## src/rtl/note_scroll_controller_pkg.sv

```systemverilog
// Shared types for the note scroll sequencer: FSM states, chord layout and row geometry.
package note_scroll_controller_pkg;

  localparam int unsigned NOTE_W   = 5;
  localparam int unsigned ROWS_DEF = 8;
  localparam int unsigned ROW_W    = 3;

  typedef enum logic [2:0] {
    ST_IDLE,
    ST_FETCH,
    ST_WAIT_TICK,
    ST_SHIFT,
    ST_DRAW,
    ST_DONE
  } state_e;

  // One bit per lane, bit0 green .. bit4 orange
  typedef struct packed {
    logic orange;
    logic blue;
    logic yellow;
    logic red;
    logic green;
  } chord_t;

endpackage

```

## src/rtl/note_scroll_controller_tempo_tick_gen.sv

```systemverilog
// Free-running tempo counter; tick marks the last cycle of each row period.
module tempo_tick_gen #(
  parameter int unsigned TICKS_PER_ROW = 12500000
) (
  input  logic clk,
  input  logic reset,
  input  logic clear,
  input  logic run,
  output logic tick
);

  localparam int unsigned CNT_W = $clog2(TICKS_PER_ROW);

  logic [CNT_W-1:0] count_q, count_d;

  assign tick = run && (count_q == CNT_W'(TICKS_PER_ROW - 1));

  always_comb begin
    count_d = count_q;
    if (clear) begin
      count_d = '0;
    end else if (tick) begin
      count_d = '0;
    end else if (run) begin
      count_d = count_q + CNT_W'(1);
    end
  end

  always_ff @(posedge clk or posedge reset) begin
    if (reset) begin
      count_q <= '0;
    end else begin
      count_q <= count_d;
    end
  end

endmodule

```

## src/rtl/note_scroll_controller.sv

```systemverilog
// Sequences tempo-locked shifts of the note bank, chord fetch from the song ROM,
// and the per-shift row walk handed to the VGA row drawer.
module note_scroll_controller
  import note_scroll_controller_pkg::*;
#(
  parameter int unsigned TICKS_PER_ROW = 12500000,
  parameter int unsigned SONG_LEN      = 64,
  parameter int unsigned ADDR_W        = 6,
  parameter int unsigned ROWS          = ROWS_DEF
) (
  input  logic              clk,
  input  logic              reset,
  input  logic              start,
  input  logic              pause,
  output logic [ADDR_W-1:0] song_addr,
  input  logic [NOTE_W-1:0] song_note,
  output logic              shift_enable,
  output logic [NOTE_W-1:0] fsm_notes,
  output logic [ROW_W-1:0]  y_level,
  output logic              row_valid,
  input  logic              row_ack,
  output logic              playing,
  output logic              done,
  output logic              overrun
);

  localparam int unsigned IDX_END = SONG_LEN + ROWS;
  localparam int unsigned IDX_W   = $clog2(IDX_END + 1);

  state_e              state_q, state_d;
  logic [IDX_W-1:0]    idx_q, idx_d;
  logic [ROW_W-1:0]    row_q, row_d;
  logic                pending_q, pending_d;
  logic                overrun_q, overrun_d;
  logic                fetched_q, fetched_d;
  chord_t              notes_q, notes_d;
  logic [ADDR_W-1:0]   addr_q, addr_d;
  logic                shift_q, shift_d;
  logic                valid_q, valid_d;
  logic [ROW_W-1:0]    y_q, y_d;
  logic                playing_q, playing_d;
  logic                done_q, done_d;

  logic tick_c, run_c, start_acc_c, xfer_c, last_row_c, in_song_c;

  assign start_acc_c = start && ((state_q == ST_IDLE) || (state_q == ST_DONE));
  assign run_c       = (state_q != ST_IDLE) && (state_q != ST_DONE) && !pause;
  assign xfer_c      = valid_q && row_ack;
  assign last_row_c  = (row_q == ROW_W'(ROWS - 1));
  assign in_song_c   = (idx_q < IDX_W'(SONG_LEN));

  tempo_tick_gen #(
    .TICKS_PER_ROW(TICKS_PER_ROW)
  ) u_tick (
    .clk  (clk),
    .reset(reset),
    .clear(start_acc_c),
    .run  (run_c),
    .tick (tick_c)
  );

  always_ff @(posedge clk or posedge reset) begin
    if (reset) begin
      state_q <= ST_IDLE;
    end else begin
      state_q <= state_d;
    end
  end

  always_comb begin
    state_d = state_q;
    unique case (state_q)
      ST_IDLE, ST_DONE: if (start_acc_c) state_d = ST_FETCH;
      ST_FETCH:         state_d = ST_WAIT_TICK;
      ST_WAIT_TICK:     if (pending_q || tick_c) state_d = ST_SHIFT;
      ST_SHIFT:         state_d = ST_DRAW;
      ST_DRAW: begin
        if (xfer_c && last_row_c) begin
          state_d = ((idx_q + IDX_W'(1)) < IDX_W'(IDX_END)) ? ST_FETCH : ST_DONE;
        end
      end
      default:          state_d = ST_IDLE;
    endcase
  end

  always_comb begin
    idx_d     = idx_q;
    row_d     = row_q;
    pending_d = pending_q;
    overrun_d = overrun_q;
    notes_d   = notes_q;
    addr_d    = addr_q;
    fetched_d = (state_q == ST_FETCH);

    // A tick is consumed directly in WAIT_TICK; elsewhere it queues, and a second one is lost
    if ((state_q == ST_WAIT_TICK) && (pending_q || tick_c)) begin
      pending_d = 1'b0;
    end else if (tick_c) begin
      if (pending_q) overrun_d = 1'b1;
      else           pending_d = 1'b1;
    end

    if (start_acc_c) begin
      idx_d     = '0;
      overrun_d = 1'b0;
      pending_d = 1'b0;
    end

    unique case (state_q)
      ST_WAIT_TICK: if (fetched_q) notes_d = in_song_c ? chord_t'(song_note) : '0;
      ST_SHIFT:     row_d = '0;
      ST_DRAW: begin
        if (xfer_c) begin
          if (last_row_c) idx_d = idx_q + IDX_W'(1);
          else            row_d = row_q + ROW_W'(1);
        end
      end
      default: ;
    endcase

    // Drain fetches keep the last real address on the ROM bus
    if ((state_d == ST_FETCH) && (idx_d < IDX_W'(SONG_LEN))) addr_d = ADDR_W'(idx_d);
    if (state_d == ST_DONE) notes_d = '0;

    shift_d   = (state_d == ST_SHIFT);
    valid_d   = (state_d == ST_DRAW);
    y_d       = (state_d == ST_DRAW) ? row_d : '0;
    playing_d = (state_d != ST_IDLE) && (state_d != ST_DONE);
    done_d    = (state_d == ST_DONE);
  end

  always_ff @(posedge clk or posedge reset) begin
    if (reset) begin
      idx_q     <= '0;
      row_q     <= '0;
      pending_q <= 1'b0;
      overrun_q <= 1'b0;
      fetched_q <= 1'b0;
      notes_q   <= '0;
      addr_q    <= '0;
      shift_q   <= 1'b0;
      valid_q   <= 1'b0;
      y_q       <= '0;
      playing_q <= 1'b0;
      done_q    <= 1'b0;
    end else begin
      idx_q     <= idx_d;
      row_q     <= row_d;
      pending_q <= pending_d;
      overrun_q <= overrun_d;
      fetched_q <= fetched_d;
      notes_q   <= notes_d;
      addr_q    <= addr_d;
      shift_q   <= shift_d;
      valid_q   <= valid_d;
      y_q       <= y_d;
      playing_q <= playing_d;
      done_q    <= done_d;
    end
  end

  assign song_addr    = addr_q;
  assign shift_enable = shift_q;
  assign fsm_notes    = notes_q;
  assign y_level      = y_q;
  assign row_valid    = valid_q;
  assign playing      = playing_q;
  assign done         = done_q;
  assign overrun      = overrun_q;

endmodule

```

## config.mk

```make
export PLATFORM = sky130hd
export DESIGN_NAME = note_scroll_controller
export DESIGN_NICKNAME = d
export VERILOG_FILES = /design/src/rtl/note_scroll_controller_pkg.sv /design/src/rtl/note_scroll_controller_tempo_tick_gen.sv /design/src/rtl/note_scroll_controller.sv
export SDC_FILE = /design/constraint.sdc
export NUM_CORES = 1
export LEC_CHECK = 0
export ABC_CLOCK_PERIOD_IN_PS = 1900
export BUFFER_PORTS_ARGS = -buffer_cell sky130_fd_sc_hd__buf_2
export CELL_PAD_IN_SITES_DETAIL_PLACEMENT = 1
export CELL_PAD_IN_SITES_GLOBAL_PLACEMENT = 1
export CORE_ASPECT_RATIO = 0.7
export CORE_MARGIN = 8
export CORE_UTILIZATION = 40
export DETAILED_ROUTE_END_ITERATION = 10
export PLACE_DENSITY_LB_ADDON = 0.1
export SLEW_MARGIN = 20
export SYNTH_ARGS = -nofsm -noshare
export SYNTH_HDL_FRONTEND = slang
export SYNTH_SLANG_ARGS = --single-unit
export TNS_END_PERCENT = 100
```

## constraint.sdc

```tcl
create_clock -name clk -period 1.9 [get_ports clk]
set_input_delay 0.285 -clock clk [delete_from_list [all_inputs] [get_ports clk]]
set_output_delay 0.285 -clock clk [all_outputs]
set_load 0.02 [all_outputs]
```

==> reports/summary.txt, run 1 <==
HP Class - primary input to async pin
Area after DPL - 3615 um^2
worst path bufs/invs - 0
max-cap viol count - 0
area delta synth->final - 31.30%
Skew-Pair Late Insertion Delay - 0.33 ns
CTS buffer count - 9
post-synthesis instance total - 306
min Tclk post-route - 2.009 ns
Post-Route Utilization - 54.43%
worst rel slew slack - 70.70%
Final Power - 4.077 mW
Worst path slowest cell - or4_1
Vias/cell - 5.476
pin count of the biggest net entering global routing - 59
Antenna diodes - 0
GRT Total Usage - 17.11%
Static Leak - 1.881 nW
Pwr per Cell Area - 1023 nW/um^2
cell breakdown of the critical path - ha_2 > nand3_2 > nor2_2 > or4_1 > a32o_2 > mux2_4
number of detailed-route iterations in the first pass - 4
I/O pin cnt - 29
Iter 0 DRT Violations - 120
Netlist Area Pre-Place - 3034 um^2
WP data required - 2.12 ns
setup tns final - -0.6111 ns
status - finished, violations left
violated checks - hold timing, setup timing
RSZ-0062 raised after global routing - yes
antenna violations before repair - 0
Initial Util - 41.45%
Slew @ Worst Pin - 0.4335 ns
via count - 2,694
Syn. warnings - 0
clk sinks - 58
final wirelength - 8.889 mm
row count - 26
Final Hold Fails - 16
slowest stage delay, CP - 0.49 ns
type of the worst setup path - register to register
max-slew violations - 0
die extent in y - 88.87 um
Seq cells post-synth - 58
total grt overflow - 0
WP data arrival - 2.23 ns
fin worst setup slack - -0.1088 ns
clk root buf - clkbuf_8
HPWL after DPL - 6.287 mm
TritonCTS clock tree - built
met3 global-route usage - 4.079%
Post-synth EDFFs - 0
syn_nets - 319
register area share after synthesis - 47.84%
Worst Path Max Fanout - 6
FFs w/ async S/R, synth - 100.0%
Hold WS - -0.008807 ns
Die ar. - 10,670 um^2
Post-route DRC - 0
fillcell total - 857
Syn Area/Cell - 9.916 um^2
GR Util met2 - 25.23%
clk buf depth - 2
Final Cycle Share - 105.7%
CP Capture Type - register
top_reg_cell synth - dfrtp_1
clock slew at reported path FFs - 0.07 ns
Setup-failing EPs final - 6
Distinct cells, synth - 53
die width - 120.1 um
nets - 403
clock skew - 0.007523 ns
peak supply drop - 510.9 uV
hold buffer count at cts - 0
PortBufs - 28
drt wl/cell - 18.07 um
vias in the first global route - 2,738
startpoint types - register
Setup Slack @ Placement - -0.1304 ns
layout cells sized above 1 - 35.53%
Core Box Area - 7320 um^2
fmax - 0.4978 GHz
first-pass GRT wire length - 14.23 mm
post-route ant nets - 0
H-tree levels - 3
global route hottest layer - met2
gpl congestion - 0.8311
cell family with most CP delay - simple AND/OR/NAND/NOR gates
Design Area, Final - 3984 um^2
met1 Track Usage GR - 24.37%
-- through the flow --
stage / std cells / hold slack [ns]
after global routing: 492 / 0.01195
final: 492 / -0.008807
after CTS: 484 / 0.002906
after global placement: 466 / 0.3694
after detailed placement: 466 / 0.3715
after floorplan: 306 / 0.4653
-- synth_stat cells, drive strengths merged, types with 2 or more instances --
cell type  number  area [um^2]
mux2i           4        40.04
nor2b           4        25.02
clkbuf          4        15.01
ha              3        37.54
nand3           7        35.03
and4            2        17.52
o21ai          15        78.82
or3             4        25.02
dfrtp          58         1451
a31oi           3        18.77
mux2            8        112.6
buf             6        41.28
or4             3        22.52
nand3b          2        15.01
a21o            2        15.01
a22o            2        17.52
or2             5        31.28
nor2           29        108.9
and3            5        31.28
xor2           13        121.4
nor3            8        40.04
inv             6        22.52
xnor2           4        35.03
a21oi          23        115.1
nor3b          10        80.07
nor4            6        52.55
nand4          22        137.6
and2            7        43.79
nand2b          4        27.53
nand2          23        86.33
-- cell type report --
| cell class | count | area, um^2 | area share, % |
|---|---|---|---|
| clock buffers | 11 | 131.4 | 3.298 |
| clock inverters | 4 | 20.02 | 0.5025 |
| inverters | 6 | 22.52 | 0.5653 |
| multi-input cells | 232 | 1648 | 41.36 |
| flip-flops and latches | 58 | 1454 | 36.49 |
| well taps | 98 | 122.6 | 3.078 |
| repair buffers | 83 | 585.6 | 14.70 |
-- tightest hold or removal path, delay by kind of cell --
| kind | cells | cell delay, ns |
|---|---|---|
| buffers and inverters | 3 | 0.44 |
-- registers in the layout, summed over array words and instances (netlist names), 3 cells and up --
name	flops
u_tick.count_q	24
idx_q	7
song_addr	6
fsm_notes	5
row_q	3
state_q	3
y_level	3
-- what timing repair did --
action,in CTS,in global routing
pin swaps,2,13
gates resized for setup,7,19
cloned,0,0
setup buffers,3,8
endpoints found under the setup margin,9,36
-- worst paths after layout --
kind                              startpoint                 end  slack [ns]  cells after the start
worst min register to register       overrun             overrun        0.51                      1
max in group asynchronous              reset          state_q[2]        1.60                      3
worst min-delay path                   reset  u_tick.count_q[12]      -0.009                      3
worst max register to register      idx_q[1]        song_addr[5]       -0.11                      6
worst max-delay path                idx_q[1]        song_addr[5]       -0.11                      6
min in group clk                song_note[2]        fsm_notes[2]        0.36                      4
-- power by group --
part | internal [mW] | switching [mW]
Sequential | 1.39 | 0.151
Clock | 0.457 | 0.483
Combinational | 0.683 | 0.917
Total | 2.53 | 1.55
-- layer usage --
| layer | vias to the layer above | share of wire, % |
|---|---|---|
| met5 | - | 0 |
| met4 | 0 | 0.96 |
| met3 | 6 | 3.1 |
| met2 | 44 | 43 |
| met1 | 1364 | 53 |
| li1 | 1280 | - |
-- cell families after synthesis --
group	share of synthesized area (%)
AND/OR/NAND/NOR	26.97
flip-flops	47.83
AO/OA/AOI/OAI	11.18
XOR/XNOR	5.155
buffers and inverters	2.597
multiplexers	5.031
adder cells (fa/ha/maj)	1.237
-- layout by cell type (no fill, tap or decap), types with 3 or more instances in the layout --
cell type	synthesis	final
a21oi_1	23	23
a31oi_1	3	3
and2_1	7	7
and3_1	5	5
buf_2	3	28
buf_4	2	51
clkbuf_8	0	9
clkinv_2	0	4
dfrtp_1	58	56
inv_1	6	5
mux2_4	6	6
mux2i_1	4	4
nand2_1	23	21
nand2b_1	3	3
nand3_1	7	5
nand4_1	22	22
nor2_1	29	27
nor2b_1	4	4
nor3_1	8	6
nor3b_1	9	7
nor4_1	5	4
o21ai_0	13	13
or2_2	5	5
or3_1	4	4
xnor2_1	4	4
xor2_1	12	12
No activity file was read; power rests on OpenSTA's default activity.
==> run 2: changes to the inputs <==
Settings changed: PLACE_DENSITY set to 0.69, PLACE_DENSITY_LB_ADDON 0.1 to not set.
==> run 2 against run 1 <==
The flow finishes with violations (setup timing). Wire length decreased by 2.9%. Cell count increased by 0.61%. Non-clock buffer count increased by 3. Clock power increased by 9%. Power about the same. Flip-flop and latch count unchanged. Setup slack improved by 0.0023 ns. Highest routed layer unchanged. Critical path depth unchanged. Die area unchanged. Clock skew increased by 0.0033 ns. Utilization increased by 0.14 points. Largest cell class unchanged. First-iteration DRC count increased by 3.3%.
==> reports/summary.txt, run 2 (synthesized netlist as in run 1, its figures left out) <==
post-route ant nets - 0 (unchanged)
layout cells sized above 1 - 36.02% (was 35.53%)
Final Power - 4.080 mW (was 4.077 mW)
drt wl/cell - 17.43 um (was 18.07 um)
CTS buffer count - 9 (unchanged)
GRT Total Usage - 16.98% (was 17.11%)
worst r2r src - idx_q[1] (unchanged)
min Tclk post-route - 2.007 ns (was 2.009 ns)
Post-route DRC - 0 (unchanged)
Pwr per Cell Area - 1022 nW/um^2 (was 1023 nW/um^2)
max FFs per register - 24 (unchanged)
Setup-failing EPs final - 24 (was 6)
slowest stage delay, CP - 0.46 ns (was 0.49 ns)
Skew-Pair Late Insertion Delay - 0.34 ns (was 0.33 ns)
antenna violations before repair - 0 (unchanged)
reg2reg setup slack - -0.11 ns (about the same)
Slew @ Worst Pin - 0.4467 ns (was 0.4335 ns)
clk root buf - clkbuf_8 (unchanged)
nets - 406 (was 403)
first-pass GRT wire length - 14.30 mm (was 14.23 mm)
worst path bufs/invs - 0 (unchanged)
worst rel slew slack - 70.18% (was 70.70%)
clock skew - 0.01080 ns (was 0.007523 ns)
cell family with most CP delay - simple AND/OR/NAND/NOR gates (unchanged)
fin worst setup slack - -0.1065 ns (was -0.1088 ns)
WP data arrival - 2.23 ns (about the same)
Worst Path Max Fanout - 6 (unchanged)
final wirelength - 8.630 mm (was 8.889 mm)
Post-Route Utilization - 54.56% (was 54.43%)
WP data required - 2.12 ns (about the same)
HPWL after DPL - 6.242 mm (was 6.287 mm)
Final Hold Fails - 0 (was 16)
row count - 26 (unchanged)
HP Class - primary input to register (was primary input to async pin)
die extent in y - 88.87 um (unchanged)
clk sinks - 58 (unchanged)
Most flops, register - u_tick.count_q (unchanged)
via count - 2,693 (was 2,694)
clock slew at reported path FFs - 0.07 ns (about the same)
gpl congestion - 0.8040 (was 0.8311)
I/O pin cnt - 29 (unchanged)
Crit path depth - 6 (unchanged)
max-slew violations - 0 (unchanged)
TritonCTS clock tree - built (unchanged)
Setup Slack @ Placement - -0.1689 ns (was -0.1304 ns)
Worst path slowest cell - or4_1 (unchanged)
most frequent cells in the layout - dfrtp_1 (57), buf_4 (53), buf_2 (28) (was dfrtp_1 (56), buf_4 (51), buf_2 (28))
Core Box Area - 7320 um^2 (unchanged)
pin count of the biggest net entering global routing - 42 (was 59)
die width - 120.1 um (unchanged)
clk buf depth - 2 (unchanged)
worst r2r dst - song_addr[1] (was song_addr[5])
Sequential Area - 1453 um^2 (was 1454 um^2)
violated checks - setup timing (was hold timing, setup timing)
H-tree levels - 3 (unchanged)
area used by multi-input combinational logic - 1615 um^2 (was 1648 um^2)
worst reg2reg path depth - 6 (unchanged)
area delta synth->final - 31.63% (was 31.30%)
fillcell total - 850 (was 857)
peak supply drop - 504.1 uV (was 510.9 uV)
RSZ-0062 raised after global routing - yes (unchanged)
cell breakdown of the critical path - ha_2 > nand3_4 > nor2_4 > or4_1 > a32o_2 > mux2_4 (was ha_2 > nand3_2 > nor2_2 > or4_1 > a32o_2 > mux2_4)
number of detailed-route iterations in the first pass - 4 (unchanged)
Initial Util - 41.45% (unchanged)
Final Cycle Share - 105.6% (was 105.7%)
Vias/cell - 5.440 (was 5.476)
Die ar. - 10,670 um^2 (unchanged)
status - finished, violations left (unchanged)
CP endpoint - song_addr[1] (was song_addr[5])
vias in the first global route - 2,823 (was 2,738)
type of the worst setup path - register to register (unchanged)
Antenna diodes - 0 (unchanged)
total grt overflow - 0 (unchanged)
max-cap viol count - 0 (unchanged)
CP Capture Type - register (unchanged)
startpoint types - register (unchanged)
most common cell after layout, fill and taps aside - dfrtp_1 (unchanged)
Static Leak - 1.889 nW (was 1.881 nW)
PortBufs - 28 (unchanged)
fmax - 0.4984 GHz (was 0.4978 GHz)
Worst Setup SP - idx_q[1] (unchanged)
Iter 0 DRT Violations - 124 (was 120)
## run 2: cell types whose count changed in the layout (fill, tap and decap cells not counted), sizes merged
cell,change
clkinv,-1
buf,+2
clkbuf,+1
dlygate4sd3,+1
## run 2: cell type report
| cell class | count | area share (%) |
|---|---|---|
| Clock buffer | 12 | 3.885 |
| Clock inverter | 3 | 0.3759 |
| Inverter | 6 | 0.5639 |
| Multi-Input combinational cell | 232 | 40.44 |
| Sequential cell | 58 | 36.37 |
| Tap cell | 98 | 3.070 |
| Timing Repair Buffer | 86 | 15.29 |
## run 2: stage by stage
step	area, um^2	setup TNS, ns	hold slack, ns	std cells
4_1_cts	3861	-0.5975	0.3219	489
5_1_grt	3994	-2.879	0.3936	495
6_report	3994	-0.9025	0.3433	495
3_5_place_dp	3645	-0.7668	0.3224	470
3_3_place_gp	3645	-0.3367	0.3088	470
2_1_floorplan	3053	-0.08899	0.4653	306
## run 2: what timing repair did
action,4_1_cts,5_1_grt
hold endpoints to repair,17,0
pin swaps,3,13
buffers inserted,3,7
gates resized for setup,5,21
endpoints found under the setup margin,6,19
hold buffers,1,0
## run 2: per-layer routing
metal	wire length, um	vias up	GRT usage (%)	share of wire, %
met5	0	-	0	0
met4	102	0	7.223	1.2
met2	3756	39	24.97	44
met1	4465	1354	23.20	52
li1	-	1291	-	-
met3	306	9	4.270	3.5
## run 2: worst min path at each step
stage | from | to | slack [ns] | depth (start not counted)
finish | pause | u_tick.count_q[3] | 0.34 | 3
floorplan | row_q[0] | row_q[0] | 0.47 | 1
global placement | reset | u_tick.count_q[15] | 0.31 | 2
CTS | pause | u_tick.count_q[3] | 0.32 | 3
detailed placement | reset | u_tick.count_q[13] | 0.32 | 2
global route | pause | u_tick.count_q[3] | 0.39 | 3
## run 2: power breakdown
part	internal, mW	switching (mW)	total, mW
Sequential	1.38	0.120	1.50
Clock	0.531	0.488	1.02
Combinational	0.655	0.902	1.56
Total	2.57	1.51	4.08
## run 2: worst min-delay path, delay by kind of cell
| family | cells | cell delay, ns |
|---|---|---|
| AOI/OAI and AO/OA | 2 | 0.21 |
| buffers and inverters | 1 | 0.15 |
